$ cat config.mk
export PLATFORM = sky130hd
export DESIGN_NAME = capture_sequencer
export DESIGN_NICKNAME = d
export VERILOG_FILES = /design/src/rtl/adc_pkg.sv /design/src/rtl/peak_tracker.sv /design/src/rtl/capture_sequencer.sv
export SDC_FILE = /design/constraint.sdc
export NUM_CORES = 1
export LEC_CHECK = 0
export ABC_AREA = 1
export CAP_MARGIN = 20
export CORE_MARGIN = 2
export CORE_UTILIZATION = 55
export DETAILED_ROUTE_END_ITERATION = 10
export DONT_BUFFER_PORTS = 1
export PLACE_DENSITY = 0.83
export REMOVE_ABC_BUFFERS = 1
export SYNTH_ARGS = -nofsm -noshare
export SYNTH_HDL_FRONTEND = slang
export SYNTH_SLANG_ARGS = --single-unit
$ cat constraint.sdc
create_clock -name clk -period 2.25 [get_ports clk]
set_clock_uncertainty 0.15 [all_clocks]
set_input_delay 0.45 -clock clk [delete_from_list [all_inputs] [get_ports clk]]
set_output_delay 0.45 -clock clk [all_outputs]
set_load 0.01 [all_outputs]
$ cat src/rtl/adc_pkg.sv
// Shared ADC capture types: sample width, capture-buffer addressing and sequencer states.
package adc_pkg;
  localparam int SAMPLE_W = 14;
  localparam int ADDR_W   = 11;

  typedef logic [SAMPLE_W-1:0] sample_t;

  typedef enum logic [2:0] {
    ST_IDLE,
    ST_ARMED,
    ST_CAPTURE,
    ST_REPORT,
    ST_HOLDOFF
  } cap_state_t;
endpackage

$ cat src/rtl/peak_tracker.sv
// Pedestal/peak registers for one pulse and the clamped height derived from them.
module peak_tracker
  import adc_pkg::*;
#(
  parameter int DATA_W = SAMPLE_W
) (
  input  logic              clk,
  input  logic              reset_n,
  input  logic              ped_load,
  input  logic              peak_init,
  input  logic              peak_track,
  input  logic [DATA_W-1:0] sample,
  output logic [DATA_W-1:0] height
);

  logic [DATA_W-1:0] pedestal;
  logic [DATA_W-1:0] peak;

  // Baseline above the peak means no pulse, so report zero rather than wrap.
  function automatic logic [DATA_W-1:0] clamp_sub(input logic [DATA_W-1:0] a,
                                                  input logic [DATA_W-1:0] b);
    logic signed [DATA_W:0] diff;
    diff = $signed({1'b0, a}) - $signed({1'b0, b});
    clamp_sub = (diff < 0) ? '0 : diff[DATA_W-1:0];
  endfunction

  always_ff @(posedge clk or negedge reset_n) begin
    if (!reset_n) begin
      pedestal <= '0;
      peak     <= '0;
    end else begin
      if (ped_load) pedestal <= sample;
      if (peak_init) peak <= sample;
      else if (peak_track && (sample > peak)) peak <= sample;
    end
  end

  assign height = clamp_sub(peak, pedestal);

endmodule

$ cat src/rtl/capture_sequencer.sv
// Trigger-driven capture sequencer: writes one window per event, reports pulse height,
// then enforces a dead time before re-arming.
module capture_sequencer
  import adc_pkg::*;
#(
  parameter int WINDOW_LEN  = 500,
  parameter int PEAK_LEN    = 30,
  parameter int HOLDOFF_LEN = 64
) (
  input  logic              clk,
  input  logic              reset_n,
  input  logic              arm,
  input  logic              continuous,
  input  logic              abort,
  input  logic              trigger_in,
  input  sample_t           signal,
  output logic              wr_en,
  output logic [ADDR_W-1:0] wr_addr,
  output sample_t           wr_data,
  output sample_t           height,
  output logic              height_valid,
  input  logic              height_ready,
  output logic              busy,
  output logic [15:0]       event_count,
  output logic [7:0]        dropped_count
);

  localparam int HO_W = (HOLDOFF_LEN > 1) ? $clog2(HOLDOFF_LEN) : 1;
  localparam logic [ADDR_W-1:0] LAST_ADDR = ADDR_W'(WINDOW_LEN - 1);
  localparam logic [ADDR_W-1:0] PEAK_LAST = ADDR_W'(PEAK_LEN - 1);
  localparam logic [HO_W-1:0]   HO_LAST   = HO_W'(HOLDOFF_LEN - 1);

  cap_state_t      state;
  cap_state_t      state_nxt;
  logic [HO_W-1:0] ho_cnt;
  logic            trig_p1;
  logic            trig_rise;
  logic            window_done;
  logic            start;
  logic            capturing;
  logic            accept;

  // wr_addr holds the index of the sample written this cycle; the sample being
  // taken now is wr_addr+1.
  assign window_done  = (wr_addr == LAST_ADDR);
  assign start        = (state == ST_ARMED) && trigger_in && !abort;
  assign capturing    = (state == ST_CAPTURE) && !window_done && !abort;
  assign accept       = (state == ST_REPORT) && height_ready && !abort;
  assign trig_rise    = trigger_in && !trig_p1;
  assign busy         = (state == ST_CAPTURE) || (state == ST_REPORT) || (state == ST_HOLDOFF);
  assign height_valid = (state == ST_REPORT);

  always_ff @(posedge clk or negedge reset_n) begin
    if (!reset_n) state <= ST_IDLE;
    else          state <= state_nxt;
  end

  always_comb begin
    state_nxt = state;
    if (abort) begin
      state_nxt = ST_IDLE;
    end else begin
      case (state)
        ST_IDLE:    if (arm || continuous) state_nxt = ST_ARMED;
        ST_ARMED:   if (trigger_in) state_nxt = ST_CAPTURE;
        ST_CAPTURE: if (window_done) state_nxt = ST_REPORT;
        ST_REPORT:  if (height_ready) state_nxt = ST_HOLDOFF;
        ST_HOLDOFF: if (ho_cnt == HO_LAST) state_nxt = continuous ? ST_ARMED : ST_IDLE;
        default:    state_nxt = ST_IDLE;
      endcase
    end
  end

  // Stage p1: registered write port, holdoff timer, trigger edge history, counters.
  always_ff @(posedge clk or negedge reset_n) begin
    if (!reset_n) begin
      wr_en         <= 1'b0;
      wr_addr       <= '0;
      wr_data       <= '0;
      ho_cnt        <= '0;
      trig_p1       <= 1'b0;
      event_count   <= '0;
      dropped_count <= '0;
    end else begin
      wr_data <= signal;
      trig_p1 <= trigger_in;
      wr_en   <= start || capturing;
      if (start)          wr_addr <= '0;
      else if (capturing) wr_addr <= wr_addr + 1'b1;
      ho_cnt <= (state == ST_HOLDOFF) ? ho_cnt + 1'b1 : '0;
      if (accept) event_count <= event_count + 1'b1;
      if (trig_rise && busy && (dropped_count != 8'hFF)) dropped_count <= dropped_count + 1'b1;
    end
  end

  peak_tracker #(
    .DATA_W(SAMPLE_W)
  ) u_peak (
    .clk       (clk),
    .reset_n   (reset_n),
    .ped_load  ((state == ST_ARMED) && !trigger_in),
    .peak_init (start),
    .peak_track(capturing && (wr_addr < PEAK_LAST)),
    .sample    (signal),
    .height    (height)
  );

endmodule

# Yosys cells after proc, flatten, opt, wreduce, memory -nomap -nowiden
# Cells that the tools add are included.
word_totals:
  reg_bits: 88
  in_bits: 21
  out_inout_bits: 66
  elab_cells: 68
classes:
  addsub: 5
  order_cmp: 3
  eq_ne: 12
  muxes: 14
  n_reduce_logical: 24
ops:
  columns: ["operator", "n"]
  rows:
  - ["2-to-1 mux 14 bit", 3]
  - ["2-to-1 mux 11 bit", 2]
  - ["2-to-1 mux 3 bit", 6]
  - ["adder 16 x 1 -> 16 bit, second input constant", 1]
  - ["less-than comparator 15 x 1 -> 1 bit, second input constant", 1]
  - ["case mux 3 bit (5 select lines)", 1]
  - ["subtractor 14 x 14 -> 15 bit", 1]
  - ["> comparator 14 bit", 1]
  - ["logical AND 1 bit", 12]
  - ["adder 11 x 1 -> 11 bit, second input constant", 1]
  - ["equality test 11 x 9 -> 1 bit, second input constant", 1]
  - ["less-than comparator 11 x 5 -> 1 bit, second input constant", 1]
  - ["!= test 3 bit, second input constant", 3]
  - ["adder 8 x 1 -> 8 bit, second input constant", 1]
  - ["!= test 8 bit, second input constant", 1]
  - ["adder 6 x 1 -> 6 bit, second input constant", 1]
  - ["equality test 3 x 2 -> 1 bit, second input constant", 2]
  - ["equality test 6 bit, second input constant", 1]
  - ["2-to-1 mux 6 bit", 1]
  - ["!= test 3 x 2 -> 1 bit, second input constant", 2]
  - ["AND reduction 5 bit", 1]
  - ["zero test 1 bit", 4]
  - ["logical OR 1 bit", 4]
  - ["nonzero test 2 bit", 2]
  - ["other kinds (4)", 4]

# Logic depth before layout (Yosys ltp)
# Gate-level depths: netlist of the first run.
logic_depth:
  depth_word: 8
  ltp_mapped: 13
  ltp_nobuf: 12

# By module
# A second synthesis of the first run with hierarchy kept.
unflattened:
  hier_cells: 681
  hier_area_um2: 5273.8
by_module_without_submodules:
  columns: ["mod", "instances", "cells_each", "area_per_inst_um2", "seq_area_each_um2"]
  rows:
  - ["capture_sequencer", 1, 343, 2924.1, 1501.4]
  - ["peak_tracker", 1, 338, 2349.8, 700.7]

# Worst setup path after synthesis of the first run
# No wires, ideal clock.
synth_path:
  path_kind: "register -> output"
  start: "register u_peak.peak[0]"
  end: "output port height[10]"
  arrival_ns: 1.935
  required_ns: 1.650
  slack_ns: -0.285
  path_stages_with_launch: 12
  n_path_buf: 1
  cell_sequence: "dfrtp_1 inv_1 ha_1 fa_1 o21ai_2 nand2_1 nand2_1 nand3_1 nand2_1 inv_1 buf_2 nor2_1"
synth_via:
  elab_chain_cells: 3
synth_rtl:
  columns: ["element", "line", "rtl"]
  rows:
  - ["start: declaration", "peak_tracker.sv:17", "logic [DATA_W-1:0] peak;"]
  - ["start signal: assignment", "peak_tracker.sv:33", "if (peak_init) peak <= sample;"]
  - ["start signal: assignment", "peak_tracker.sv:34", "else if (peak_track && (sample > peak)) peak <= sample;"]
  - ["subtractor 14 x 14 -> 15 bit (*)", "peak_tracker.sv:23", "diff = $signed({1'b0, a}) - $signed({1'b0, b});"]
  - ["less-than comparator 15 x 1 -> 1 bit", "peak_tracker.sv:24", "clamp_sub = (diff < 0) ? '0 : diff[DATA_W-1:0];"]
  - ["2-to-1 mux 14 bit (*)", "peak_tracker.sv:24", null]
  - ["end: declaration", "capture_sequencer.sv:20", "output sample_t height,"]
# Mark *: on every way between the ends. The rest lies on a longest branch, timed or not.

# Worst setup path after layout of the first run
layout_path:
  start: "register u_peak.pedestal[0]"
  end: "output port height[8]"
layout_via:
  elab_chain_cells: 3
layout_rtl:
  columns: ["element", "line", "rtl"]
  rows:
  - ["start: declaration", "peak_tracker.sv:16", "logic [DATA_W-1:0] pedestal;"]
  - ["start signal: assignment", "peak_tracker.sv:32", "if (ped_load) pedestal <= sample;"]
  - ["subtractor 14 x 14 -> 15 bit (*)", "peak_tracker.sv:23", null]
  - ["less-than comparator 15 x 1 -> 1 bit", "peak_tracker.sv:24", null]
  - ["2-to-1 mux 14 bit (*)", "peak_tracker.sv:24", null]
# Marked as above.

==> impl_metrics.json, run 1 <==
{
  "status": "finished with violations",
  "violations": "hold timing, setup timing",
  "criticalPathCategory": "flip-flop to primary output",
  "synthToLayoutAreaGrowth_pct": 18.9,
  "synth_area_leaders": "dfrtp_1 (44%), nand2_1 (12%), ha_1 (8.0%)",
  "maxSlewHeadroom_pct": 59.0,
  "antenna_found_initial": 0,
  "rows": 34,
  "clkSinkCount": 88,
  "ys_types": 36,
  "grt.total_usage_pct": 24.1,
  "synth_ff_type": "dfrtp_1",
  "dpl_cell_area_sq_um": 5330,
  "synth-edff-count": 0,
  "cts_buffer_depth": 2,
  "postCtsHoldBufs": 15,
  "tns_ns": -7.38,
  "diodes": 0,
  "multi_input_area_sq_um": 2560,
  "route.detailed.drc": 0,
  "syn_avg_cell_area_sq_um": 7.87,
  "hpwl_um": 8160,
  "area.sequential_sq_um": 2200,
  "synth_compound_area_share_pct": 6.54,
  "clockRootBuffer": "clkbuf_8",
  "die_h_um": 99.1,
  "crit_path_end_kind": "primary output",
  "pin_count": 87,
  "die_x_um": 99.1,
  "yosys_warnings": 0,
  "synth_most_common_cell": "nand2_1",
  "grt_pass1_wl_um": 19300,
  "synth_seq_cells": 88,
  "ys_async_sr_fraction_pct": 100,
  "initial_core_util_pct": 56.8,
  "hold_path_class": "primary input to asynchronous set/reset pin",
  "synth-simple-area-share_pct": 28.0,
  "postRouteAntennaNets": 0,
  "cp.arrival_ns": 2.21,
  "cts_buffers": 9,
  "synthAdderAreaFrac_pct": 8.45,
  "power_density_nw_per_um2": 1240,
  "rsz0062_at_grt": "yes",
  "synth_xor_xnor_area_share_pct": 5.11,
  "setup_violations": 14,
  "dieArea_sq_um": 9820,
  "cts_htree_levels": 3,
  "gp_congestion": 0.905,
  "hold_viol_final": 88,
  "crit_fanout": 11,
  "clock_latency_ns": 0.35,
  "layout_setup_ws_ns": -0.560,
  "final_area_sq_um": 5920,
  "synthTopCellsByCount": "nand2_1 (155), dfrtp_1 (88), inv_1 (86)",
  "netlist_area_sq_um": 4970,
  "synth.yosys.seq_area_share_pct": 44.3,
  "vias": 4335,
  "syn_inst": 632,
  "crit_path_start_kind": "flip-flop",
  "leakage_nw": 3.08,
  "drive_gt1_share_pct": 13.8,
  "coreArea_sq_um": 8760,
  "grt_start_max_net_pins": 89,
  "overflow": 0,
  "whs_ns": -0.373,
  "timing.final.crit_share_pct": 125,
  "dr.pass1.iters": 5,
  "fillers": 716,
  "slew_viol_final": 0,
  "synth_top_cell_by_area": "dfrtp_1",
  "synth_top_family_by_area": "simple AND/OR/NAND/NOR gates",
  "vias_per_cell": 5.40,
  "fmax_mhz": 356,
  "synth_mux_area_share_pct": 0,
  "totalWireLength_um": 11400,
  "grt_pass1_vias": 4345,
  "period_needed_ns": 2.81,
  "worst_pin_slew_ns": 0.613,
  "cts_tree": "done",
  "clk_pin_slew_ns": 0.10,
  "io_buffers": 0,
  "peakVddDrop_mv": 0.610,
  "post_drt_wl_per_cell_um": 14.2,
  "cp.required_ns": 1.65,
  "netlist.area_leader.share_pct": 44.3,
  "drt_iter0_markers": 193,
  "nets": 744,
  "cap_violations": 0
}
## layout by cell type (no fill, tap or decap), types with 3 or more instances in the layout
master         instances
dfrtp_1               88
nor3_2                 3
buf_4                 40
xor2_1                17
nand2_1              149
inv_1                 84
nand2_2                3
nand4_1                9
xnor2_1               12
nand2_4                6
nor2_1                69
nand3_1               46
ha_1                  31
dlygate4sd3_1         15
nor2_4                14
nor3_1                12
o21ai_0               20
clkbuf_8              10
a21oi_1               35
## cells by family (layout without fill, tap and decap cells)
family                   Yosys count  count (layout)
flip-flops                        88              88
buffers and inverters             97             160
XOR/XNOR                          29              29
adder cells (fa/ha/maj)           33              33
AND/OR/NAND/NOR                  323             323
AO/OA/AOI/OAI                     62              62
## where the power goes
part / internal (W) / switching [W] / leakage (nW)
sequential: 0.00196 / 0.000381 / 1.10
clock: 0.000548 / 0.000566 / 0.103
combinational: 0.00165 / 0.00226 / 1.88
total: 0.00416 / 0.00320 / 3.08
## through the flow
stage               setup WS, ns  instances  hold slack, ns  total power (W)  utilization (%)
finish                    -0.560        803          -0.373          0.00736             67.5
CTS                       -0.550        801          -0.386          0.00729             67.1
detailed placement        -0.299        766         0.00679          0.00555             60.8
global route              -0.693        803          -0.392          0.00792             67.5
floorplan                 -0.225        622         0.00441          0.00442                -
global placement          -0.195        766         0.00646          0.00540             60.8
## path summary, 6_finish.rpt
path                                    start               to  slack, ns  cells after the start
min                                   reset_n      wr_addr[10]      -0.37                      0
max                        u_peak.pedestal[0]        height[8]      -0.56                     10
max reg2reg                   u_peak.peak[11]   u_peak.peak[7]       0.20                     12
min reg2reg                         ho_cnt[0]        ho_cnt[0]       0.33                      1
max in group asynchronous             reset_n  event_count[11]       2.19                      0
min in group clk                    signal[4]   u_peak.peak[4]       0.06                      2
## flip-flops by register name (all words and copies together) (netlist names)
signal           flops
ho_cnt               6
wr_en                1
trig_p1              1
dropped_count        8
u_peak.peak         14
wr_addr             11
wr_data             14
state                3
u_peak.pedestal     14
event_count         16
## per-layer routing
| layer | wire length [um] | up-vias | global-route usage [%] |
|---|---|---|---|
| li1 | - | 2124 | - |
| met1 | 4800 | 2010 | 30.1 |
| met3 | 742 | 38 | 5.48 |
| met2 | 5520 | 163 | 40.2 |
| met4 | 322 | 0 | 10.4 |
| met5 | 0 | - | 0 |
## layout make-up
class	instances	area share, %
clock inverters	6	1.10
well taps	108	2.28
clock buffers	10	2.33
flip-flops and latches	88	37.2
repair buffers	57	8.29
inverters	87	5.58
multi-input cells	447	43.2
## what timing repair did
| action | in CTS | in global routing |
|---|---|---|
| pin swaps | 8 | 8 |
| gates cloned | 0 | 0 |
| setup endpoints to repair | 14 | 28 |
| buffers inserted | 4 | 3 |
| gates resized for setup | 43 | 3 |
| endpoints found under the hold margin | 103 | 88 |
## critical path, cell delays in order (launching register included)
cell and delay (ns):
dfrtp_1 0.42, ha_4 0.17, fa_2 0.35, o21ai_2 0.17, nand2_1 0.08, nand2_2 0.08
nand3_2 0.09, nand2_4 0.09, clkinvlp_4 0.10, buf_12 0.17, nor2_4 0.13
Note: power is estimated with default switching activity, not from simulation.
==> run 2: changes to the inputs <==
--- a/config.mk
+++ b/config.mk
@@ -7,12 +7,14 @@
 export LEC_CHECK = 0
 export ABC_AREA = 1
 export CAP_MARGIN = 20
+export CORE_ASPECT_RATIO = 1.75
 export CORE_MARGIN = 2
 export CORE_UTILIZATION = 55
 export DETAILED_ROUTE_END_ITERATION = 10
 export DONT_BUFFER_PORTS = 1
 export PLACE_DENSITY = 0.83
 export REMOVE_ABC_BUFFERS = 1
+export SLEW_MARGIN = 20
 export SYNTH_ARGS = -nofsm -noshare
 export SYNTH_HDL_FRONTEND = slang
 export SYNTH_SLANG_ARGS = --single-unit
==> run 2 against run 1 <==
Against the previous run:
- the flow still finishes with violations (hold timing, setup timing)
- die area rose by 0.30%
- critical path depth did not move
- largest power group unchanged
- fmax rose by 3.2%
==> impl_metrics.json, run 2 (synthesis gave the netlist of run 1 again) <==
{
  "setup_violations": 14,
  "clk_pin_slew_ns": 0.06,
  "post_drt_wl_per_cell_um": 15.4,
  "cts_htree_levels": 3,
  "pin_count": 87,
  "final_util_pct": 70.0,
  "final_common_cell": "nand2_1",
  "grt_start_max_net_pins": 89,
  "reg2reg_to": "u_peak.peak[3]",
  "rsz0062_at_grt": "yes",
  "leakage_nw": 3.20,
  "startpoint": "u_peak.pedestal[0]",
  "fillers": 663,
  "r2r_slack_ns": 0.12,
  "crit_end": "height[11]",
  "io_buffers": 0,
  "drive_gt1_share_pct": 15.1,
  "totalWireLength_um": 12700,
  "slowest_stage": "dfrtp_1",
  "critical_path.most_common_cell": "nand2_2",
  "timing.final.crit_share_pct": 121,
  "initial_core_util_pct": 57.0,
  "pre_cts_ws_ns": -0.320,
  "maxSlewHeadroom_pct": 71.2,
  "cp.arrival_ns": 2.12,
  "cts_buffers": 9,
  "power.internal_w": 0.00479,
  "clockRootBuffer": "clkbuf_16",
  "synthToLayoutAreaGrowth_pct": 22.8,
  "violations": "hold timing, setup timing",
  "layout_common_cells": "nand2_1 (148), dfrtp_1 (88), inv_1 (84), nor2_1 (74), buf_4 (56)",
  "grt_pass1_wl_um": 20300,
  "netSwitchingFraction_pct": 39.8,
  "critPathMaxStageDelay_ns": 0.42,
  "slew_viol_final": 0,
  "die_h_um": 130,
  "status": "finished with violations",
  "cts_tree": "done",
  "hold_path_class": "primary input to asynchronous set/reset pin",
  "p_sw_w": 0.00316,
  "grt.total_usage_pct": 26.9,
  "multi_input_area_sq_um": 2510,
  "instances_no_fill": 826,
  "clock_latency_ns": 0.34,
  "period_needed_ns": 2.72,
  "reg2reg_from": "u_peak.peak[13]",
  "dieArea_sq_um": 9850,
  "diodes": 0,
  "power_frac_comb_pct": 49.0,
  "cts_buffer_depth": 2,
  "antenna_found_initial": 0,
  "postRouteAntennaNets": 0,
  "hold_viol_final": 88,
  "crit_cells": 10,
  "clkSinkCount": 88,
  "nets": 759,
  "largest_register": "event_count",
  "critPathBufInv": 1,
  "rows": 45,
  "seq_power_share_pct": 29.3,
  "drt_iter0_markers": 265,
  "hpwl_um": 8860,
  "worst_pin_slew_ns": 0.429,
  "fmax_mhz": 367,
  "dr.pass1.iters": 5,
  "path_cells": "ha_4 > fa_2 > o21ai_2 > nand2_1 > nand2_2 > nand3_4 > nand2_4 > buf_6 > nand2_2 > nor2_4",
  "cpLargestDelayFamily": "simple AND/OR/NAND/NOR gates",
  "layout_setup_ws_ns": -0.473,
  "route.detailed.drc": 0,
  "coreArea_sq_um": 8730,
  "area.sequential_sq_um": 2200,
  "cap_violations": 0,
  "vias_per_cell": 5.44,
  "gp_congestion": 0.919,
  "grt_pass1_vias": 4537,
  "pwr-share-clk_pct": 21.7,
  "postCtsHoldBufs": 15,
  "criticalPathCategory": "flip-flop to primary output",
  "dpl.cell_count": 790,
  "r2r_cells": 13,
  "power_density_nw_per_um2": 1300,
  "peakVddDrop_mv": 0.767,
  "die_x_um": 75.9,
  "vias": 4492,
  "crit_path_end_kind": "primary output",
  "overflow": 0,
  "cp.required_ns": 1.65,
  "crit_fanout": 3,
  "whs_ns": -0.351,
  "largest_register_ffs": 16,
  "crit_path_start_kind": "flip-flop"
}
-- run 2: layout make-up --
cell class / instances / share of cell area [%]
clock buffer: 10 / 3.91
multi-input combinational: 447 / 41.0
timing repair buffer: 72 / 9.52
clock inverter: 5 / 1.70
inverter: 87 / 5.39
sequential: 88 / 36.1
tap: 117 / 2.40
-- run 2: repair_timing --
action / in CTS / in global routing
resized for setup: 15 / 20
hold endpoints to repair: 103 / 88
endpoints found under the setup margin: 16 / 31
pin swaps: 5 / 8
setup buffers: 2 / 4
-- run 2: through the flow --
stage	instance area [sq um]	setup TNS, ns	total power (W)
3_5_place_dp	5450	-3.04	0.00578
5_1_grt	6110	-7.74	0.00853
6_report	6110	-6.07	0.00795
2_1_floorplan	4920	-2.68	0.00442
4_1_cts	6000	-5.95	0.00769
3_3_place_gp	5450	-2.17	0.00561
-- run 2: worst min path at each step --
stage	from	end	slack, ns	cells after the start
final	reset_n	event_count[14]	-0.35	0
after global routing	reset_n	u_peak.peak[13]	-0.37	0
after CTS	reset_n	event_count[12]	-0.36	0
after detailed placement	reset_n	event_count[14]	0.006	0
after global placement	reset_n	event_count[14]	0.006	0
after floorplan	reset_n	dropped_count[0]	0.004	0
-- run 2: power groups by stage --
stage               Combinational [W]  Sequential [W]  Clock [W]
floorplan                     0.00211         0.00230          0
finish                        0.00389         0.00233    0.00173
global placement              0.00329         0.00232          0
global route                  0.00433         0.00238    0.00182
CTS                           0.00361         0.00232    0.00176
detailed placement            0.00343         0.00234          0
-- run 2: metal layers --
| layer | share of wire (%) | global-route usage (%) | wire length (um) | vias to the layer above |
|---|---|---|---|---|
| li1 | - | - | - | 2157 |
| met1 | 37 | 28.4 | 4680 | 2171 |
| met2 | 57 | 50.4 | 7220 | 139 |
| met3 | 4.2 | 5.17 | 534 | 25 |
| met4 | 2.0 | 10.0 | 251 | 0 |
| met5 | 0 | 0 | 0 | - |
